File: src/rtl/receiver_pkg.sv
// receiver_pkg: shared types and defaults for the receive demodulator.
//   rx_state_t    framing FSM states (IDLE, HUNT, LEN, DATA, CHECK)
//   SYNC_WORD_DEF default frame sync pattern (sent MSB first)
//   MIDPOINT_DEF  default ADC code taken as the zero level
//   acc_width()   integrator width: 9-bit centred sample plus growth for
//                 the number of samples summed per symbol
package receiver_pkg;

  typedef enum logic [2:0] {
    IDLE,
    HUNT,
    LEN,
    DATA,
    CHECK
  } rx_state_t;

  localparam logic [7:0] SYNC_WORD_DEF = 8'hD3;
  localparam logic [7:0] MIDPOINT_DEF  = 8'h80;

  function automatic int acc_width(input int symbol_cycles);
    return 9 + $clog2(symbol_cycles);
  endfunction

endpackage

File: src/rtl/symbol_integrator.sv
// symbol_integrator: integrate-and-dump bit recovery from an unsigned ADC.
// Parameters: SYMBOL_CYCLES (clocks per bit, >= 2), MIDPOINT (zero level).
// Ports:
//   clock    in   system clock
//   resetN   in   asynchronous active-low reset
//   enable   in   receive enable; while low the symbol counter and the
//                 accumulator are held at 0, so the first enabled clock is
//                 always sample 0 of a symbol
//   ad       in   8-bit unsigned ADC sample
//   bit_val  out  decided bit (valid with bit_stb)
//   bit_stb  out  one-clock strobe, the clock after the last symbol sample
module symbol_integrator
  import receiver_pkg::*;
#(
  parameter int         SYMBOL_CYCLES = 16,
  parameter logic [7:0] MIDPOINT      = MIDPOINT_DEF
) (
  input  logic       clock,
  input  logic       resetN,
  input  logic       enable,
  input  logic [7:0] ad,
  output logic       bit_val,
  output logic       bit_stb
);

  localparam int AW = acc_width(SYMBOL_CYCLES);
  localparam int CW = $clog2(SYMBOL_CYCLES);

  logic        [CW-1:0] sym_cnt_p0;
  logic signed [AW-1:0] acc_p0;
  logic signed [8:0]    sample_c;
  logic signed [AW-1:0] acc_next;
  logic                 sym_last;
  logic                 bit_p1;
  logic                 vld_p1;

  function automatic logic signed [8:0] centre(input logic [7:0] s);
    return $signed({1'b0, s}) - $signed({1'b0, MIDPOINT});
  endfunction

  // A non-negative sum decides 1, so a window sitting exactly on the
  // midpoint reads as a 1.
  function automatic logic decide(input logic signed [AW-1:0] a);
    return ~a[AW-1];
  endfunction

  always_comb begin
    sample_c = centre(ad);
    acc_next = acc_p0 + $signed({{(AW-9){sample_c[8]}}, sample_c});
    sym_last = (sym_cnt_p0 == CW'(SYMBOL_CYCLES - 1));
  end

  // p0: symbol counter and running sum; p1: decided bit and its strobe
  always_ff @(posedge clock or negedge resetN) begin
    if (!resetN) begin
      sym_cnt_p0 <= '0;
      acc_p0     <= '0;
      bit_p1     <= 1'b0;
      vld_p1     <= 1'b0;
    end else begin
      vld_p1 <= 1'b0;
      if (!enable) begin
        sym_cnt_p0 <= '0;
        acc_p0     <= '0;
      end else if (sym_last) begin
        sym_cnt_p0 <= '0;
        acc_p0     <= '0;
        bit_p1     <= decide(acc_next);
        vld_p1     <= 1'b1;
      end else begin
        sym_cnt_p0 <= sym_cnt_p0 + 1'b1;
        acc_p0     <= acc_next;
      end
    end
  end

  assign bit_val = bit_p1;
  assign bit_stb = vld_p1;

endmodule

File: src/rtl/receiver_demod.sv
// receiver_demod: receive datapath. Recovers bits from the ADC by
// integrate-and-dump, hunts for the sync word, de-frames length + payload
// (+ trailing XOR checksum) and hands payload bytes out on a one-entry
// valid/ready holding register.
// Build option: RECEIVER_DEMOD_CHECKSUM_EN adds the checksum byte and the
// CHECK state; without it a frame completes on its last payload byte.
// Ports:
//   clock              in   system clock
//   resetN             in   asynchronous active-low reset
//   receiver_sync_in   in   receive enable; rising edge aligns symbol timing,
//                           low discards any partial frame
//   receiver_sync_out  out  frame lock (FSM in LEN/DATA/CHECK)
//   receiver_ad        in   8-bit unsigned ADC sample
//   out_data           out  payload byte
//   out_valid          out  out_data valid
//   out_ready          in   downstream accepts out_data
//   out_last           out  marks the final payload byte of a frame
//   frame_ok           out  one-clock pulse: frame completed good
//   frame_err          out  one-clock pulse: frame rejected or corrupted
module receiver_demod
  import receiver_pkg::*;
#(
  parameter int         SYMBOL_CYCLES = 16,
  parameter logic [7:0] SYNC_WORD     = SYNC_WORD_DEF,
  parameter int         MAX_LEN       = 16,
  parameter logic [7:0] MIDPOINT      = MIDPOINT_DEF
) (
  input  logic       clock,
  input  logic       resetN,
  input  logic       receiver_sync_in,
  output logic       receiver_sync_out,
  input  logic [7:0] receiver_ad,
  output logic [7:0] out_data,
  output logic       out_valid,
  input  logic       out_ready,
  output logic       out_last,
  output logic       frame_ok,
  output logic       frame_err
);

  logic       bit_val;
  logic       bit_stb;

  rx_state_t  state;
  // Only the previous seven bits are kept; the incoming bit completes the byte.
  logic [6:0] sr;
  logic [2:0] bit_cnt;
  logic [7:0] remaining;
  logic       ovf;
`ifdef RECEIVER_DEMOD_CHECKSUM_EN
  logic [7:0] chk;
`endif

  logic [7:0] rx_byte;
  logic       byte_done;
  logic       reg_full;
  logic       last_byte;
  logic       load;
  logic       drop;

  symbol_integrator #(
    .SYMBOL_CYCLES (SYMBOL_CYCLES),
    .MIDPOINT      (MIDPOINT)
  ) u_integrator (
    .clock   (clock),
    .resetN  (resetN),
    .enable  (receiver_sync_in),
    .ad      (receiver_ad),
    .bit_val (bit_val),
    .bit_stb (bit_stb)
  );

  assign rx_byte   = {sr, bit_val};
  assign byte_done = receiver_sync_in && bit_stb && (bit_cnt == 3'd7);
  // A byte accepted this cycle frees the register for a byte landing now.
  assign reg_full  = out_valid && !out_ready;
  assign last_byte = (remaining == 8'd1);
  assign load      = (state == DATA) && byte_done && !reg_full;
  assign drop      = (state == DATA) && byte_done && reg_full;

  assign receiver_sync_out = (state == LEN) || (state == DATA) || (state == CHECK);

  always_ff @(posedge clock or negedge resetN) begin
    if (!resetN) begin
      state     <= IDLE;
      sr        <= '0;
      bit_cnt   <= '0;
      remaining <= '0;
      ovf       <= 1'b0;
`ifdef RECEIVER_DEMOD_CHECKSUM_EN
      chk       <= '0;
`endif
      frame_ok  <= 1'b0;
      frame_err <= 1'b0;
    end else begin
      frame_ok  <= 1'b0;
      frame_err <= 1'b0;
      if (!receiver_sync_in) begin
        // Losing the enable abandons the frame silently.
        state   <= IDLE;
        sr      <= '0;
        bit_cnt <= '0;
      end else begin
        if (bit_stb && (state != IDLE)) begin
          sr      <= rx_byte[6:0];
          bit_cnt <= bit_cnt + 3'd1;
        end
        case (state)
          IDLE: state <= HUNT;
          HUNT: begin
            // Sliding match on every bit, no byte alignment.
            if (bit_stb && (rx_byte == SYNC_WORD)) begin
              state   <= LEN;
              bit_cnt <= '0;
              ovf     <= 1'b0;
            end
          end
          LEN: begin
            if (byte_done) begin
              if ((rx_byte == 8'd0) || (rx_byte > 8'(MAX_LEN))) begin
                frame_err <= 1'b1;
                state     <= HUNT;
              end else begin
                state     <= DATA;
                remaining <= rx_byte;
`ifdef RECEIVER_DEMOD_CHECKSUM_EN
                chk       <= '0;
`endif
              end
            end
          end
          DATA: begin
            if (byte_done) begin
              remaining <= remaining - 8'd1;
`ifdef RECEIVER_DEMOD_CHECKSUM_EN
              chk <= chk ^ rx_byte;
`endif
              if (drop) ovf <= 1'b1;
              if (last_byte) begin
`ifdef RECEIVER_DEMOD_CHECKSUM_EN
                state <= CHECK;
`else
                state <= HUNT;
                if (ovf || drop) frame_err <= 1'b1;
                else             frame_ok  <= 1'b1;
`endif
              end
            end
          end
`ifdef RECEIVER_DEMOD_CHECKSUM_EN
          CHECK: begin
            if (byte_done) begin
              state <= HUNT;
              if ((rx_byte == chk) && !ovf) frame_ok  <= 1'b1;
              else                          frame_err <= 1'b1;
            end
          end
`endif
          default: state <= IDLE;
        endcase
      end
    end
  end

  // One-entry holding register; a load in the accept cycle keeps it valid.
  always_ff @(posedge clock or negedge resetN) begin
    if (!resetN) begin
      out_data  <= '0;
      out_valid <= 1'b0;
      out_last  <= 1'b0;
    end else if (load) begin
      out_data  <= rx_byte;
      out_valid <= 1'b1;
      out_last  <= last_byte;
    end else if (out_valid && out_ready) begin
      out_valid <= 1'b0;
      out_last  <= 1'b0;
    end
  end

endmodule

File: config.mk
export PLATFORM = sky130hd
export DESIGN_NAME = receiver_demod
export DESIGN_NICKNAME = d
export VERILOG_FILES = /design/src/rtl/receiver_pkg.sv /design/src/rtl/symbol_integrator.sv /design/src/rtl/receiver_demod.sv
export SDC_FILE = /design/constraint.sdc
export NUM_CORES = 1
export LEC_CHECK = 0
export ABC_AREA = 0
export CAP_MARGIN = 0
export CORE_MARGIN = 2
export CORE_UTILIZATION = 35
export CTS_CLUSTER_SIZE = 20
export DETAILED_ROUTE_END_ITERATION = 6
export PLACE_DENSITY = 0.57
export SYNTH_ARGS = -nofsm -noshare
export SYNTH_HDL_FRONTEND = slang
export SYNTH_SLANG_ARGS = --single-unit
export TNS_END_PERCENT = 5
File: constraint.sdc
create_clock -name clock -period 2 [get_ports clock]
set_input_delay 0.6 -clock clock [delete_from_list [all_inputs] [get_ports clock]]
set_output_delay 0.6 -clock clock [all_outputs]
set_load 0.005 [all_outputs]
# Word-level counts from Yosys, hierarchy flattened
# Index checks and enable logic that the tools add are counted.
# word_totals
in_bits,12
regBits,53
output_inout_bits,13
# classes
n_bitwise,1
reduce_logical,25
n_eq_ne,18
add_sub_neg,5
magnitude_cmp,1
mux,42
# ops
cell,count
2-to-1 mux 3 bit,9
2-to-1 mux 13 bit,2
2-to-1 mux 8 bit,3
2-to-1 mux 1 bit,19
case mux 8 bit (2 select lines),1
2-to-1 mux 7 bit,2
adder 13 x 9 -> 13 bit,1
!= test 3 bit (second input constant),4
case mux 3 bit (4 select lines),1
!= test 2 bit (second input constant),5
AND reduction 5 bit,2
logical AND 1 bit,9
subtractor 8 x 8 -> 9 bit (second input constant),1
equality test 8 x 1 -> 1 bit (second input constant),1
equality test 8 bit (second input constant),1
greater-than comparator 8 x 5 -> 1 bit (second input constant),1
zero test 8 bit,1
2-to-1 mux 4 bit,2
subtractor 8 x 1 -> 8 bit (second input constant),1
equality test 3 x 2 -> 1 bit (second input constant),2
equality test 3 bit (second input constant),2
nonzero test 2 bit,3
adder 4 x 1 -> 4 bit (second input constant),1
equality test 4 bit (second input constant),1
other kinds (12),17

# Logic depth before layout (Yosys ltp)
# Gate-level depths: netlist (run 1).
# logic_depth
ltp_word,10
ltp_mapped,8
mapped_depth_nobuf,8

# By module
# From an unflattened synthesis (run 1), not the netlist that was laid out.
# unflattened
cells_unflattened,264
hier_area_um2,2849.0
# by_module_without_submodules
mod,cells_per_inst,n_inst,area_each_um2,seq_area_each_um2
receiver_demod,155,1,1712.9,825.8
symbol_integrator,109,1,1136.1,475.5

# Least setup slack after synthesis (run 1)
# Ideal clock, no wire load.
# synth_timing
kind,input to register
start,input receiver_ad[0]
end,"register u_integrator.bit_p1, in the netlist u_integrator.bit_val"
arrival_ps,2047
n_path_buf,0
path_stages,8
slack_ps,-166
setup_time_ps,120
path_cell_list,ha_1 -> inv_1 -> fa_1 -> nand2b_1 -> a21o_1 -> a211oi_1 -> o21ai_0 -> a31o_1
# synth_via
elab_chain_len,3
# synth_lines
element,line,rtl
"start, declared",receiver_demod.sv:32,"input logic [7:0] receiver_ad,"
subtractor 8 x 8 -> 9 bit,symbol_integrator.sv:38,"return $signed({1'b0, s}) - $signed({1'b0, MIDPOINT});"
adder 13 x 9 -> 13 bit,symbol_integrator.sv:49,"acc_next = acc_p0 + $signed({{(AW-9){sample_c[8]}}, sample_c});"
inverter 1 bit,symbol_integrator.sv:44,return ~a[AW-1];
"end signal, assigned",symbol_integrator.sv:68,bit_p1 <= decide(acc_next);
"end, declared",symbol_integrator.sv:34,logic bit_p1;
# Every way passes these cells.
# A chain may end at the register's enable or synchronous reset.

# Worst setup path after layout (run 1)
# layout_timing
start,input receiver_ad[6]
end,register u_integrator.acc_p0[11]
# layout_via
elab_chain_len,4
# layout_lines
element,line,rtl
subtractor 8 x 8 -> 9 bit,symbol_integrator.sv:38,
adder 13 x 9 -> 13 bit,symbol_integrator.sv:49,
2-to-1 mux 13 bit,symbol_integrator.sv:65,end else if (sym_last) begin
2-to-1 mux 13 bit,symbol_integrator.sv:62,if (!enable) begin
"end signal, assigned",symbol_integrator.sv:72,acc_p0 <= acc_next;
"end, declared",symbol_integrator.sv:30,logic signed [AW-1:0] acc_p0;
# Every way passes these cells.

==> impl_metrics.ini, run 1 <==
[run_status]
run_status = complete, no violations

[clock_tree]
numCtsBuffers = 5
cts-root-buf = clkbuf_8
clock_sinks = 52
tritoncts = done
cts-htree-levels = 2
max-clock-path-buffers = 2
clkTransAtPathRegs_ns = 0.11
holdBufCountCts = 0
clk_latency_ns = 0.31

[route]
vias = 2294
wirelength_um = 6390
ant_nets = 0
drcViolationCount = 0
dr.pass1.iters = 4
via_per_inst = 5.04
wl_per_cell_um = 14.0
initialDrtViolationCount = 70

[critical_path]
worstPathMaxFanout = 4
crit_buf_inv = 2
cp_slowest_cell = or3_1
cpPeakStageDelay_ns = 0.40
end_kind = flop
critical_path_required_ns = 2.20
worst_setup_path_start_kind = input port
crit_chain = dlygate4sd2_1, ha_1, buf_4, nand2_1, or3_1, a21oi_2, o21ai_1, nor3b_2
critical-path-top-delay-family = simple AND/OR/NAND/NOR gates
critPathKind = in2reg
worstPathArrival_ns = 2.16

[grt]
antenna_found_initial = 0
grtUsageMet2_pct = 26.5
grtUsageMet3_pct = 2.63
met1_usage_pct = 21.8
grt_pass1_vias = 2387
grt_util_all_layers_pct = 16.0
grt_overflow = 0
grt_pass1_wl_um = 11300
grt-busiest-layer = met2
grt_max_degree = 32

[layout]
nets = 379
utilization_pct = 46.3
antenna_cells = 0
regArea_um2 = 1300
final_cells = 455
area_growth_pct = 30.4
fill_cells = 799
multi_input_area_um2 = 1610
drive_gt1_share_pct = 25.1

[yosys]
netlist_area_um2 = 2870
yosysUniqueCellTypes = 52
synthArstFlopShare_pct = 100
avgSynthCellArea_um2 = 10.1
syn_inst = 285
synth-seq-cells = 52
syn_nets = 315
synth_edf_count = 0
ys_warn_count = 0
ys.flop_type = dfrtp_1
synth_seq_area_share_pct = 45.3

[floorplanning]
dieArea_um2 = 8950
die_x_um = 94.6
rows = 33
io_pins = 25
core_area_um2 = 8090
die_y_um = 94.6
initial_utilization_pct = 35.5

[placed_design]
gp_congestion = 0.796
portBuffers = 24
dp_cells = 446
dp_hpwl_um = 4820
dp_slack_ns = -0.740

[power]
p_sw_w = 0.00100
swShare_pct = 32.7
combPwrFrac_pct = 38.7
clkPwrFrac_pct = 21.6
power_leakage_nw = 1.75
ir_worst_vdd_uv = 317
p_int_w = 0.00207
pwr-share-seq_pct = 39.7
powerDensity_nw_per_um2 = 819

[sta]
min_period_ns = 1.96
timing.final.ws_setup_ns = 0.0360
relSlewSlack_pct = 69.3
setup_tns_ns = 0
tightest_slew_ns = 0.460
finalCritPeriodShare_pct = 98.2
grt_setup_unrepaired = yes
fmax_mhz = 509
final_hold_viol_count = 0
maxSlewViolCount = 0
setup_viol_count_final = 0
skew_ns = 0.0120

[flow_run]
maxCapViolCount = 0

[min_path]
min_path_type = in2async
[power groups by stage]
stage / Clock [W] / Sequential, W / Combinational [W]
after detailed placement: 0 / 0.00122 / 0.00105
after CTS: 0.000690 / 0.00122 / 0.00118
final: 0.000662 / 0.00122 / 0.00119
after global routing: 0.000724 / 0.00123 / 0.00133
after floorplan: 0 / 0.00120 / 0.000639
after global placement: 0 / 0.00122 / 0.00105
[repair_timing]
action,CTS,global route
resized for setup,27,2
endpoints found under the setup margin,9,7
pin swaps,17,2
endpoints found under the hold margin,0,0
buffers inserted,1,0
[metrics by stage]
step                      hold WS [ns]  area, um2  power, W
after floorplan                  0.304       2900   0.00184
after global placement           0.454       3540   0.00227
after detailed placement         0.450       3540   0.00227
after CTS                        0.217       3740   0.00309
after global routing             0.227       3750   0.00328
final                            0.209       3750   0.00307
[state kept, by name (all words and copies together), names as in the netlist]
register                 count
bit_cnt                      3
frame_err                    1
frame_ok                     1
out_data                     8
out_last                     1
out_valid                    1
ovf                          1
remaining                    8
sr                           7
state                        2
u_integrator.acc_p0         13
u_integrator.bit_stb         1
u_integrator.bit_val         1
u_integrator.sym_cnt_p0      4
[cell families (layout without fill, tap and decap cells)]
family	Yosys count	after routing	share of synthesized area [%]
compound gates	66	66	14.4
fa+ha+maj	18	18	8.10
buf+inv	21	86	3.35
simple gates	100	100	19.3
flops	52	52	45.3
xor+xnor	11	11	3.35
mux	17	17	6.27
[final cells by class]
cell class | instances | share of cell area, %
clock buffers | 5 | 1.84
clock inverters | 3 | 0.768
inverters | 10 | 1.07
flip-flops and latches | 52 | 34.7
well taps | 105 | 3.50
repair buffers | 68 | 15.1
multi-input cells | 212 | 43.0
[worst paths after layout]
kind | start | slack, ns | endpoint | cells after the start
min reg2reg | ovf | 0.46 | frame_ok | 1
min in group clock | ovf | 0.46 | frame_ok | 1
max in group asynchronous | resetN | 1.27 | u_integrator.acc_p0[12] | 2
min | resetN | 0.21 | u_integrator.acc_p0[1] | 1
max reg2reg | u_integrator.acc_p0[0] | 0.07 | u_integrator.bit_val | 8
max | receiver_ad[6] | 0.04 | u_integrator.acc_p0[11] | 8
[synth_stat cells, types with 3 or more instances]
| cell type | count | share of area, % |
|---|---|---|
| dfrtp_1 | 52 | 45 |
| nor2_1 | 37 | 4.8 |
| a21oi_1 | 18 | 3.1 |
| ha_1 | 17 | 7.4 |
| o21ai_0 | 11 | 1.9 |
| inv_1 | 10 | 1.3 |
| nand2_1 | 10 | 1.3 |
| nor3_1 | 10 | 1.7 |
| mux2i_1 | 9 | 3.1 |
| mux2_1 | 8 | 3.1 |
| o21ai_1 | 8 | 1.4 |
| nand3_1 | 7 | 1.2 |
| nand2b_1 | 6 | 1.3 |
| xor2_1 | 6 | 1.8 |
| a21o_1 | 5 | 1.3 |
| buf_2 | 5 | 0.87 |
| xnor2_1 | 5 | 1.5 |
| a31oi_1 | 4 | 0.87 |
| clkbuf_1 | 4 | 0.52 |
| o31ai_1 | 4 | 1.0 |
| a211oi_1 | 3 | 0.78 |
| and2_1 | 3 | 0.65 |
| nand4_1 | 3 | 0.65 |
| nor3b_1 | 3 | 0.78 |
| o21a_1 | 3 | 0.78 |
[per-layer routing]
layer,routed length [um],part of all wire (%)
met3,152,2.4
met4,74,1.2
met1,3160,49
met5,0,0
met2,3000,47
[layout by cell type, fill, tap and decap left out, drive strengths merged, types with 3 or more instances in the layout]
master         Yosys  final
dfrtp             52     52
buf                7     46
nor2              40     40
a21oi             19     19
o21ai             19     19
ha                17     17
clkdlybuf4s50      0     15
inv               10     13
nor3              12     12
nand2             11     11
mux2i              9      9
mux2               8      8
nand3              7      7
dlygate4sd2        0      7
xor2               6      6
nand2b             6      6
a21o               5      5
xnor2              5      5
clkbuf             4      5
o31ai              4      4
a31oi              4      4
nor4               4      4
and2               3      3
nand4              3      3
o21a               3      3
nor3b              3      3
a211oi             3      3
a2bb2oi            3      3
Power figures use the tool's default switching activity.
==> inputs of run 2 (changes only) <==
--- a/config.mk
+++ b/config.mk
@@ -7,7 +7,6 @@
 export LEC_CHECK = 0
 export ABC_AREA = 0
 export CAP_MARGIN = 0
-export CORE_MARGIN = 2
 export CORE_UTILIZATION = 35
 export CTS_CLUSTER_SIZE = 20
 export DETAILED_ROUTE_END_ITERATION = 6
==> run 2 against run 1 <==
Register-to-register slack improved by 0.02 ns; highest routed layer unchanged; flip-flop and latch count did not move; final area rose by 1.7%; largest cell class unchanged; core utilization grew 2.3 points.
==> impl_metrics.ini, run 2 (same netlist as run 1, synthesis figures left out) <==
[clock_tree]
cts-root-buf = clkbuf_8
clock_sinks = 52
clk_latency_ns = 0.32
tritoncts = done
max-clock-path-buffers = 2
cts-htree-levels = 2
clkTransAtPathRegs_ns = 0.10
numCtsBuffers = 5

[layout]
utilization_pct = 48.6
drive_gt1_share_pct = 27.2
nets = 375
fill_cells = 779
final_cell_mix = dfrtp_1, buf_4, nor2_1
antenna_cells = 0
final_common_cell = dfrtp_1
reg_top3 = u_integrator.acc_p0 x13, out_data x8, remaining x8
area_growth_pct = 32.7
largest_reg_flops = 13
top_register = u_integrator.acc_p0

[placed_design]
dp_slack_ns = -0.734
portBuffers = 24
dp_hpwl_um = 4570
gp_congestion = 0.770

[sta]
setup_viol_count_final = 0
maxSlewViolCount = 0
final_hold_viol_count = 0
skew_ns = 0.00927
min_period_ns = 1.96
finalCritPeriodShare_pct = 98.1
relSlewSlack_pct = 66.2
setup_tns_ns = 0
fmax_mhz = 510
tightest_slew_ns = 0.505
timing.final.ws_setup_ns = 0.0376

[critical_path]
critical_path_required_ns = 1.40
reg2reg_depth = 8
worstPathMaxFanout = 7
rr_startpoint = u_integrator.acc_p0[0]
worstReg2RegEnd = u_integrator.bit_val
rrSetupSlack_ns = 0.09
critPathKind = reg2out
cp_slowest_cell = clkdlybuf4s50_1
cp.depth = 1
worst_setup_path_start_kind = flop
crit_buf_inv = 1
critical-path-top-delay-family = buffers and inverters
crit_chain = clkdlybuf4s50_1
worstPathArrival_ns = 1.36
end_kind = primary output
cpPeakStageDelay_ns = 0.55

[floorplanning]
io_pins = 25
core_area_um2 = 7850
dieArea_um2 = 8580
initial_utilization_pct = 36.6
die_x_um = 92.6
die_y_um = 92.6
rows = 32

[route]
wl_per_cell_um = 14.7
initialDrtViolationCount = 171
ant_nets = 0
drcViolationCount = 0
dr.pass1.iters = 4
via_per_inst = 5.15
wirelength_um = 6590
vias = 2307

[min_path]
min_path_type = in2async

[grt]
grt_pass1_vias = 2327
grt_max_degree = 53
antenna_found_initial = 0
grt_overflow = 0
met1_usage_pct = 23.1
grt-busiest-layer = met2
grtUsageMet3_pct = 2.46
grt_util_all_layers_pct = 16.7
grt_pass1_wl_um = 11200
grtUsageMet2_pct = 27.2

[power]
ir_worst_vdd_uv = 317
power_leakage_nw = 1.74
powerDensity_nw_per_um2 = 855

[run_status]
run_status = complete, no violations

[flow_run]
maxCapViolCount = 0
## run 2: what timing repair did
| action | CTS | global route |
|---|---|---|
| endpoints found under the setup margin | 8 | 6 |
| hold buffers | 0 | 0 |
| cloned | 0 | 0 |
| resized for setup | 30 | 12 |
| pin swaps | 15 | 9 |
| buffers inserted | 4 | 0 |
## run 2: worst max-delay path by stage
stage               slack (ns)            from                       to
finish                    0.04        state[1]        receiver_sync_out
CTS                       0.03        state[1]        receiver_sync_out
global placement         -0.69  receiver_ad[0]     u_integrator.bit_val
detailed placement       -0.73  receiver_ad[0]     u_integrator.bit_val
global route            -0.003  receiver_ad[7]  u_integrator.acc_p0[11]
floorplan                -0.09  receiver_ad[0]     u_integrator.bit_val
## run 2: area by class of cell
type / instances / area (um2) / area share (%)
Multi-Input combinational cell: 212 / 1680 / 44.1
Clock buffer: 6 / 82.6 / 2.17
Clock inverter: 2 / 38.8 / 1.02
Tap cell: 102 / 128 / 3.35
Inverter: 10 / 40.0 / 1.05
Timing Repair Buffer: 64 / 539 / 14.1
Sequential cell: 52 / 1300 / 34.1
## run 2: stage by stage
step                      std cells  instance area [um2]  hold slack, ns  total power, W
after floorplan                 285                 2900           0.304         0.00184
after global placement          436                 3490           0.453         0.00222
after detailed placement        436                 3490           0.462         0.00223
after CTS                       448                 3750           0.274         0.00321
after global routing            448                 3810           0.296         0.00346
final                           448                 3810           0.261         0.00326
## run 2: where the power goes
group	switching, W	internal (W)
combinational	0.000586	0.000671
sequential	0.0000692	0.00115
clock	0.000371	0.000410
total	0.00103	0.00223
## run 2: layer usage
metal	vias up	part of all wire, %
li1	1137	-
met1	1136	48
met2	28	48
met3	6	2.7
met4	0	1.3
met5	-	0
==> inputs of run 3 (changes only) <==
--- a/config.mk
+++ b/config.mk
@@ -10,7 +10,7 @@
 export CORE_UTILIZATION = 35
 export CTS_CLUSTER_SIZE = 20
 export DETAILED_ROUTE_END_ITERATION = 6
-export PLACE_DENSITY = 0.57
+export PLACE_DENSITY = 0.55
 export SYNTH_ARGS = -nofsm -noshare
 export SYNTH_HDL_FRONTEND = slang
 export SYNTH_SLANG_ARGS = --single-unit
==> constraint.sdc (replaced) <==
create_clock -name clock -period 2.1 [get_ports clock]
set_input_delay 0.63 -clock clock [delete_from_list [all_inputs] [get_ports clock]]
set_output_delay 0.63 -clock clock [all_outputs]
set_load 0.005 [all_outputs]
==> run 3 against run 2 <==
Count of clock-buffer cells in the layout is 1 higher; clock skew down 0.0049 ns; routed wire length shrank 0.46%; register-to-register slack better by 0.07 ns; setup slack gained 0.026 ns; first-iteration DRC count shrank 53%; power down 8.7%; final area shrank 2.4%.
==> impl_metrics.ini, run 3 (same netlist as run 1, synthesis figures left out) <==
[clock_tree]
clk_latency_ns = 0.31
cts-htree-levels = 2
clock_sinks = 52
clkTransAtPathRegs_ns = 0.09
holdBufCountCts = 0
numCtsBuffers = 5
cts-root-buf = clkbuf_8
tritoncts = done
max-clock-path-buffers = 2

[power]
powerDensity_nw_per_um2 = 800
ir_worst_vdd_uv = 361
power_leakage_nw = 1.72

[layout]
largest_reg_flops = 13
final_common_cell = dfrtp_1
utilization_pct = 47.4
reg_top3 = u_integrator.acc_p0 x13, out_data x8, remaining x8
nets = 371
top_register = u_integrator.acc_p0
final_cell_mix = dfrtp_1, nor2_1, buf_4
drive_gt1_share_pct = 23.7
antenna_cells = 0
fill_cells = 780
area_growth_pct = 29.5

[sta]
maxSlewViolCount = 0
setup_viol_count_final = 0
skew_ns = 0.00436
min_period_ns = 2.04
final_hold_viol_count = 0
relSlewSlack_pct = 64.9
timing.final.ws_setup_ns = 0.0634
finalCritPeriodShare_pct = 97.0
tightest_slew_ns = 0.521
fmax_mhz = 491

[grt]
grt_overflow = 0
antenna_found_initial = 0
grt_max_degree = 53
grt_util_all_layers_pct = 16.6
grt_pass1_wl_um = 11100
grt_pass1_vias = 2277

[critical_path]
rrSetupSlack_ns = 0.16
critPathKind = reg2out
critical-path-top-delay-family = buffers and inverters
cp_slowest_cell = clkdlybuf4s50_1
cp.depth = 1
crit_buf_inv = 1
rr_startpoint = u_integrator.acc_p0[0]
worst_setup_path_start_kind = flop
reg2reg_depth = 8
worstPathMaxFanout = 9
crit_chain = clkdlybuf4s50_1
worstPathArrival_ns = 1.41
cpPeakStageDelay_ns = 0.58
end_kind = primary output
critical_path_required_ns = 1.47
startpoint = state[1]

[floorplanning]
io_pins = 25
core_area_um2 = 7850
initial_utilization_pct = 36.6
die_y_um = 92.6
die_x_um = 92.6
dieArea_um2 = 8580
rows = 32

[route]
drcViolationCount = 0
vias = 2304
wirelength_um = 6560
ant_nets = 0
wl_per_cell_um = 14.8
initialDrtViolationCount = 81
via_per_inst = 5.19
dr.pass1.iters = 4

[run_status]
run_status = complete, no violations

[placed_design]
dp_hpwl_um = 4550
gp_congestion = 0.783
dp_slack_ns = -0.635
portBuffers = 24

[flow_run]
maxCapViolCount = 0

[min_path]
min_path_type = in2async
==> run 3: what timing repair did <==
action / 4_1_cts / 5_1_grt
pin swaps: 9 / 8
setup endpoints to repair: 7 / 5
gates resized for setup: 16 / 12
setup buffers: 1 / 1
==> run 3: where the power goes <==
part           switching [W]  internal, W
registers          0.0000683      0.00110
clock network       0.000344     0.000269
logic               0.000542     0.000656
==> run 3: worst paths after layout <==
kind                                                    to
max in group asynchronous                            sr[6]
worst min register to register  u_integrator.sym_cnt_p0[0]
worst max register to register        u_integrator.bit_val
worst min-delay path                u_integrator.acc_p0[7]
min in group clock              u_integrator.sym_cnt_p0[0]
worst max-delay path                     receiver_sync_out
==> run 3: metrics by stage <==
stage	setup TNS, ns	area, um2	instances	hold WS [ns]	total power, W
3_5_place_dp	-5.87	3470	434	0.458	0.00217
2_1_floorplan	-0.0247	2900	285	0.334	0.00175
6_report	0	3720	444	0.280	0.00298
4_1_cts	-0.0105	3660	443	0.307	0.00292
5_1_grt	-0.00584	3720	444	0.307	0.00319
3_3_place_gp	-5.43	3470	434	0.464	0.00215
==> run 3: area by class of cell <==
type,count,area (um2),area share [%]
inverter,10,40.0,1.08
sequential,52,1300,35.0
clock inverter,1,7.51,0.202
multi-input combinational,212,1640,44.2
tap,102,128,3.43
timing repair buffer,60,514,13.8
clock buffer,7,86.3,2.32
==> run 3: per-layer routing <==
layer	GRT usage (%)	routed length, um	vias to the layer above
li1	-	-	1130
met1	23.9	3400	1146
met2	25.6	2950	22
met3	2.46	120	6
met4	5.38	87	0
met5	0	0	-
